`src/rtl/scene_pkg.sv`:
```
// -----------------------------------------------------------------------------
// scene_pkg
// Shared definitions for the scene painter and the downstream RGB palette
// stage: colour codes, screen/sprite geometry and a box-span helper.
// -----------------------------------------------------------------------------
package scene_pkg;

    // Colour codes presented to the palette stage.
    typedef enum logic [2:0] {
        COL_BACKGROUND = 3'd0,
        COL_SPACESHIP  = 3'd1,
        COL_ALIENS0    = 3'd2,
        COL_ALIENS1    = 3'd3,
        COL_ALIENS2    = 3'd4,
        COL_ALIENS3    = 3'd5,
        COL_LASER      = 3'd6,
        COL_NONE       = 3'd7
    } color_e;

    // Visible screen size.
    localparam logic [10:0] SCREEN_W   = 11'd640;
    localparam logic [10:0] SCREEN_H   = 11'd480;

    // Spaceship: fixed row band, 32 px wide.
    localparam logic [9:0]  SHIP_Y_TOP = 10'd448;
    localparam logic [10:0] SHIP_W     = 11'd32;
    localparam logic [10:0] SHIP_H     = 11'd16;

    // Laser bolt size.
    localparam logic [10:0] LASER_W    = 11'd2;
    localparam logic [10:0] LASER_H    = 11'd8;

    // Alien formation: 4 rows x 8 columns of 24x16 sprites on a 32x24 pitch.
    localparam int unsigned GRID_COLS  = 8;
    localparam int unsigned GRID_ROWS  = 4;
    localparam logic [10:0] ALIEN_W    = 11'd24;
    localparam logic [10:0] ALIEN_H    = 11'd16;
    localparam logic [10:0] PITCH_X    = 11'd32;
    localparam logic [10:0] PITCH_Y    = 11'd24;
    localparam logic [10:0] GRID_W     = 11'd256;
    localparam logic [10:0] GRID_H     = 11'd96;

    // True when pos lies in [lo, lo+len-1]; the upper edge is formed in 11 bits
    // so a box starting near 1023 cannot wrap round to low coordinates.
    function automatic logic in_span(input logic [9:0]  pos,
                                     input logic [9:0]  lo,
                                     input logic [10:0] len);
        logic [10:0] pos_w;
        logic [10:0] lo_w;
        logic [10:0] hi_w;
        pos_w = {1'b0, pos};
        lo_w  = {1'b0, lo};
        hi_w  = lo_w + len;
        return (pos_w >= lo_w) && (pos_w < hi_w);
    endfunction

endpackage

```
`src/rtl/alien_grid_hit.sv`:
```
// -----------------------------------------------------------------------------
// alien_grid_hit
// Combinational hit test of one pixel against the alien formation.
//   px_x, px_y         : pixel position
//   origin_x, origin_y : formation top-left
//   alive              : alive mask, bit index = row*8 + col
//   hit                : pixel is on a live alien sprite
//   row                : formation row of that sprite (valid when hit)
// -----------------------------------------------------------------------------
module alien_grid_hit
    import scene_pkg::*;
(
    input  logic [9:0]  px_x,
    input  logic [9:0]  px_y,
    input  logic [9:0]  origin_x,
    input  logic [9:0]  origin_y,
    input  logic [31:0] alive,
    output logic        hit,
    output logic [1:0]  row
);

    // Offsets from the origin in 11-bit two's complement; bit 10 is the sign.
    logic [10:0] dx_s;
    logic [10:0] dy_s;
    logic [2:0]  col_s;
    logic [10:0] yoff_s;
    logic [10:0] xoff_s;
    logic        in_grid_s;

    assign dx_s = {1'b0, px_x} - {1'b0, origin_x};
    assign dy_s = {1'b0, px_y} - {1'b0, origin_y};

    // Locate the cell and test the sprite box inside it.
    always_comb begin
        row       = 2'd0;
        col_s     = 3'd0;
        yoff_s    = 11'd0;
        xoff_s    = 11'd0;
        hit       = 1'b0;
        in_grid_s = !dx_s[10] && !dy_s[10] && (dx_s < GRID_W) && (dy_s < GRID_H);

        // Horizontal pitch is a power of two, so column and offset are bit fields.
        col_s  = dx_s[7:5];
        xoff_s = {6'd0, dx_s[4:0]};

        // Vertical pitch of 24 is not a power of two: pick the row band.
        if (dy_s < PITCH_Y) begin
            row    = 2'd0;
            yoff_s = dy_s;
        end else if (dy_s < (PITCH_Y + PITCH_Y)) begin
            row    = 2'd1;
            yoff_s = dy_s - PITCH_Y;
        end else if (dy_s < (PITCH_Y + PITCH_Y + PITCH_Y)) begin
            row    = 2'd2;
            yoff_s = dy_s - (PITCH_Y + PITCH_Y);
        end else begin
            row    = 2'd3;
            yoff_s = dy_s - (PITCH_Y + PITCH_Y + PITCH_Y);
        end

        if (in_grid_s && (xoff_s < ALIEN_W) && (yoff_s < ALIEN_H)) begin
            hit = alive[{row, col_s}];
        end else begin
            hit = 1'b0;
        end
    end

endmodule

```
`src/rtl/scene_painter.sv`:
```
// -----------------------------------------------------------------------------
// scene_painter
// Two-stage pixel colour generator for a space-shooter scene.
//   clk, rst               : pixel clock, synchronous active-high reset
//   px_x, px_y, video_on   : current pixel and visibility
//   frame_start            : per-frame strobe; latches the object positions
//   ship_x, alien_*, laser_*: live object state (sampled only on frame_start)
//   color, color_valid     : colour code and visibility, 2 cycles after px
// -----------------------------------------------------------------------------
module scene_painter
    import scene_pkg::*;
(
    input  logic        clk,
    input  logic        rst,
    input  logic [9:0]  px_x,
    input  logic [9:0]  px_y,
    input  logic        video_on,
    input  logic        frame_start,
    input  logic [9:0]  ship_x,
    input  logic [9:0]  alien_x,
    input  logic [9:0]  alien_y,
    input  logic [31:0] alien_alive,
    input  logic [9:0]  laser_x,
    input  logic [9:0]  laser_y,
    input  logic        laser_active,
    output logic [2:0]  color,
    output logic        color_valid
);

    // Shadow copies of object state, stable for a whole frame.
    logic [9:0]  ship_x_q;
    logic [9:0]  alien_x_q;
    logic [9:0]  alien_y_q;
    logic [31:0] alien_alive_q;
    logic [9:0]  laser_x_q;
    logic [9:0]  laser_y_q;
    logic        laser_active_q;

    // Stage 1: registered visibility and hit flags.
    logic        video_on_q;
    logic        ship_hit_q;
    logic        laser_hit_q;
    logic        alien_hit_q;
    logic [1:0]  alien_row_q;

    // Stage 2: registered colour.
    color_e      color_d;
    color_e      color_q;
    logic        color_valid_q;

    logic        ship_hit_s;
    logic        laser_hit_s;
    logic        alien_hit_s;
    logic [1:0]  alien_row_s;

    // Hit flags are formed from the incoming pixel and the current shadows,
    // so a pixel coinciding with frame_start still sees the previous frame.
    assign ship_hit_s  = in_span(px_x, ship_x_q, SHIP_W) &&
                         in_span(px_y, SHIP_Y_TOP, SHIP_H);
    assign laser_hit_s = laser_active_q &&
                         in_span(px_x, laser_x_q, LASER_W) &&
                         in_span(px_y, laser_y_q, LASER_H);

    alien_grid_hit u_alien_grid_hit (
        .px_x     (px_x),
        .px_y     (px_y),
        .origin_x (alien_x_q),
        .origin_y (alien_y_q),
        .alive    (alien_alive_q),
        .hit      (alien_hit_s),
        .row      (alien_row_s)
    );

    // Shadow register capture on frame_start; reset wins over the strobe.
    always_ff @(posedge clk) begin
        if (rst) begin
            ship_x_q       <= 10'd0;
            alien_x_q      <= 10'd0;
            alien_y_q      <= 10'd0;
            alien_alive_q  <= 32'd0;
            laser_x_q      <= 10'd0;
            laser_y_q      <= 10'd0;
            laser_active_q <= 1'b0;
        end else if (frame_start) begin
            ship_x_q       <= ship_x;
            alien_x_q      <= alien_x;
            alien_y_q      <= alien_y;
            alien_alive_q  <= alien_alive;
            laser_x_q      <= laser_x;
            laser_y_q      <= laser_y;
            laser_active_q <= laser_active;
        end
    end

    // Stage 1 pipeline register.
    always_ff @(posedge clk) begin
        if (rst) begin
            video_on_q  <= 1'b0;
            ship_hit_q  <= 1'b0;
            laser_hit_q <= 1'b0;
            alien_hit_q <= 1'b0;
            alien_row_q <= 2'd0;
        end else begin
            video_on_q  <= video_on;
            ship_hit_q  <= ship_hit_s;
            laser_hit_q <= laser_hit_s;
            alien_hit_q <= alien_hit_s;
            alien_row_q <= alien_row_s;
        end
    end

    // Priority encode the stage 1 flags into a colour code.
    always_comb begin
        color_d = COL_BACKGROUND;
        if (!video_on_q) begin
            color_d = COL_NONE;
        end else if (laser_hit_q) begin
            color_d = COL_LASER;
        end else if (ship_hit_q) begin
            color_d = COL_SPACESHIP;
        end else if (alien_hit_q) begin
            case (alien_row_q)
                2'd0:    color_d = COL_ALIENS0;
                2'd1:    color_d = COL_ALIENS1;
                2'd2:    color_d = COL_ALIENS2;
                2'd3:    color_d = COL_ALIENS3;
                default: color_d = COL_BACKGROUND;
            endcase
        end else begin
            color_d = COL_BACKGROUND;
        end
    end

    // Stage 2 output register; idles at NONE/invalid out of reset.
    always_ff @(posedge clk) begin
        if (rst) begin
            color_q       <= COL_NONE;
            color_valid_q <= 1'b0;
        end else begin
            color_q       <= color_d;
            color_valid_q <= video_on_q;
        end
    end

    assign color       = color_q;
    assign color_valid = color_valid_q;

endmodule

```
`config.mk`:
```
export PLATFORM = sky130hd
export DESIGN_NAME = scene_painter
export DESIGN_NICKNAME = d
export VERILOG_FILES = /design/src/rtl/scene_pkg.sv /design/src/rtl/alien_grid_hit.sv /design/src/rtl/scene_painter.sv
export SDC_FILE = /design/constraint.sdc
export NUM_CORES = 1
export LEC_CHECK = 0
export CORE_ASPECT_RATIO = 1.5
export CORE_MARGIN = 5
export CORE_UTILIZATION = 38
export DETAILED_ROUTE_END_ITERATION = 8
export PLACE_DENSITY_LB_ADDON = 0.2
export SKIP_LAST_GASP = 1
export SYNTH_ARGS = -nofsm -noshare
export SYNTH_HDL_FRONTEND = slang
export SYNTH_SLANG_ARGS = --single-unit
```
`constraint.sdc`:
```
create_clock -name clk -period 11.7 [get_ports clk]
set_clock_uncertainty 0.2 [all_clocks]
set_input_delay 2.34 -clock clk [delete_from_list [all_inputs] [get_ports clk]]
set_output_delay 2.34 -clock clk [all_outputs]
set_load 0.05 [all_outputs]
```
==> out/results.ini <==
[setup_path]
critical_path.max_stage_delay_ns=0.45
end_kind=flip-flop
crit_path_frequent_cell=ha_1
path_max_fanout=6
critical_path_class=input pin to flip-flop
crit_arrival_ns=6.20
cp_slowest_cell=clkdlybuf4s50_1
startpoint_type=input pin
path_cells=clkdlybuf4s50_1, ha_1, or2_2, a21oi_2, nor2_1, xor2_1, inv_1, ha_1, and2b_2, a211oi_1, a21oi_1, a2111oi_0, o31ai_1, a211o_1, a311oi_2
worst_ep_required_time_ns=11.76

[synth]
yosysSeqAreaShare_pct=30.77
synth_area_sq_mm=0.006051
yosysWarnings=0
syn-num-nets=836
synth_async_sr_flop_share_pct=0
syn_inst=651
yosys.area.top_type_share_pct=30.77
synth.avg_cell_area_sq_um=9.295
yosysTopAreaCell=dfxtp_1
synth_cell_types=67
synth_edf_count=0
synth_area_leaders=dfxtp_1 31%, ha_1 16%, mux2i_1 14%
synth-seq-cells=93
synth_ff_type=dfxtp_1

[die]
die_area_sq_mm=0.01860
fp.dieW_um=113.0
dieHeight_um=164.5
start_util_pct=38.73
coreArea_sq_mm=0.01563
ioPinCount=111
num_rows=56

[sta]
hold_ws_ns=0.2489
setup_viol=0
rsz0062_at_grt=no
finalCriticalPeriod_ns=6.143
finalSetupTns_ns=0
slew_headroom_pct=24.67
hold_viol=0
tightest_slew_ns=1.130
finalWorstSetupSlack_ns=5.557
drv_slew=0
min_period_over_period_pct=52.51
timing.fmax_mhz=162.8

[cells_and_area]
final-instance-count-excl-fill=961
fillers=1473
final_cell_area_sq_mm=0.007630
syn2layout_area_growth_pct=26.10
drive_above_1_share_pct=7.784
fin_util_pct=48.83
nNetsFinal=938
final_cell_mix=108 x clkdlybuf4s50_1, 94 x nor2_1, 93 x dfxtp_1, 86 x mux2i_1, 78 x ha_1
antennaDiodeCount=0
layout_commonest_cell=clkdlybuf4s50_1

[global_route]
met1_usage_pct=17.82
gr-usage-met2_pct=30.18
grt_pass1_wl_um=24030
grtUsageMet3_pct=3.226
antenna_found_initial=0
overflow=0
grt.busiest_layer=met2
grt_start_max_net_pins=66
groute.usage.overall_pct=15.93
grt_pass1_vias=5022

[place]
place_ws_ns=5.239
hpwl_um=11520
place_area_sq_mm=0.007333
dp_cells=945
gp_congestion=0.8510
io_buffers=110

[clock_network]
post-cts-setup-buffers=0
cts_root_buf=clkbuf_16
cts_resized=0
clk_path_buf_depth=2
h-tree-depth=3
clock_sinks=93
clk_pin_slew_ns=0.07
cts_buffers=9
cts_tree=built
ctsHoldBuffers=0
worstSkewPairLatency_ns=0.34

[min_path]
worstHoldPathType=flip-flop to flip-flop

[run_status]
status=completed

[drt]
via_count=4822
antenna_left=0
dr.first_iter.drc_count=128
drcViolationCount=0
drt-pass1-iter-count=4
wl_per_cell_um=15.06
finalWirelength_um=14480
avgViaCountPerCell=5.018

[pwr]
total_power_mw=0.8693
cellPowerDensity_mw_per_mm2=113.9
leakage_nw=3.279
ir_drop_v=0.00006368

[run]
cap_violations=0

-- report_power, final --
| part | internal (mW) | leakage (nW) | switching [mW] | total (mW) |
|---|---|---|---|---|
| clock network | 0.153 | 0.138 | 0.131 | 0.284 |
| logic | 0.122 | 2.37 | 0.117 | 0.239 |
| registers | 0.335 | 0.768 | 0.0114 | 0.346 |
| total | 0.610 | 3.28 | 0.259 | 0.869 |
-- worst max-delay path: cells and delay by family --
family	cells	cell delay, ns
buf+inv	2	0.62
compound gates	7	1.69
fa+ha+maj	2	0.59
xor+xnor	1	0.39
simple gates	3	0.57
-- cells in the mapped netlist, types with 12 or more instances --
cell / count
ha_1: 78
nor2_1: 94
nand3_1: 17
clkbuf_1: 12
a21oi_1: 18
o21ai_0: 20
mux2i_1: 86
dfxtp_1: 93
xnor2_1: 20
inv_1: 64
-- registers in the layout (all words and copies together), names as in the netlist --
signal	count
alien_alive_q	32
alien_hit_q	1
alien_row_q	2
alien_x_q	10
alien_y_q	10
color	3
color_valid	1
laser_active_q	1
laser_hit_q	1
laser_x_q	10
laser_y_q	10
ship_hit_q	1
ship_x_q	10
video_on_q	1
-- cell type report --
type | instances | area, sq um | share of cell area, %
clock inverters | 6 | 57.56 | 0.7543
well taps | 203 | 254.0 | 3.329
repair buffers | 112 | 1109 | 14.53
multi-input cells | 472 | 3865 | 50.66
flip-flops and latches | 93 | 1862 | 24.40
inverters | 65 | 244.0 | 3.198
clock buffers | 10 | 239.0 | 3.132
-- routing by layer --
metal / share of wire (%) / wire length (um)
met5: 0 / 0
met4: 1.8 / 257
met3: 3.7 / 538
met2: 54 / 7815
met1: 41 / 5865
-- cell families after synthesis --
logic type,count (synthesis),share of synthesized area (%)
buf+inv,86,5.355
compound gates,98,12.12
flops,93,30.77
xor+xnor,25,3.867
simple gates,172,13.44
fa+ha+maj,78,16.13
mux,99,18.32
-- path summary, 6_finish.rpt --
path | from | to | slack, ns | cells past startpoint
hold reg to reg | alien_row_q[1] | color[1] | 0.25 | 1
setup reg to reg | alien_y_q[2] | alien_hit_q | 7.66 | 15
hold / removal | alien_row_q[1] | color[1] | 0.25 | 1
setup / recovery | px_y[2] | alien_hit_q | 5.56 | 15
Note: power is estimated with default switching activity, not from simulation.
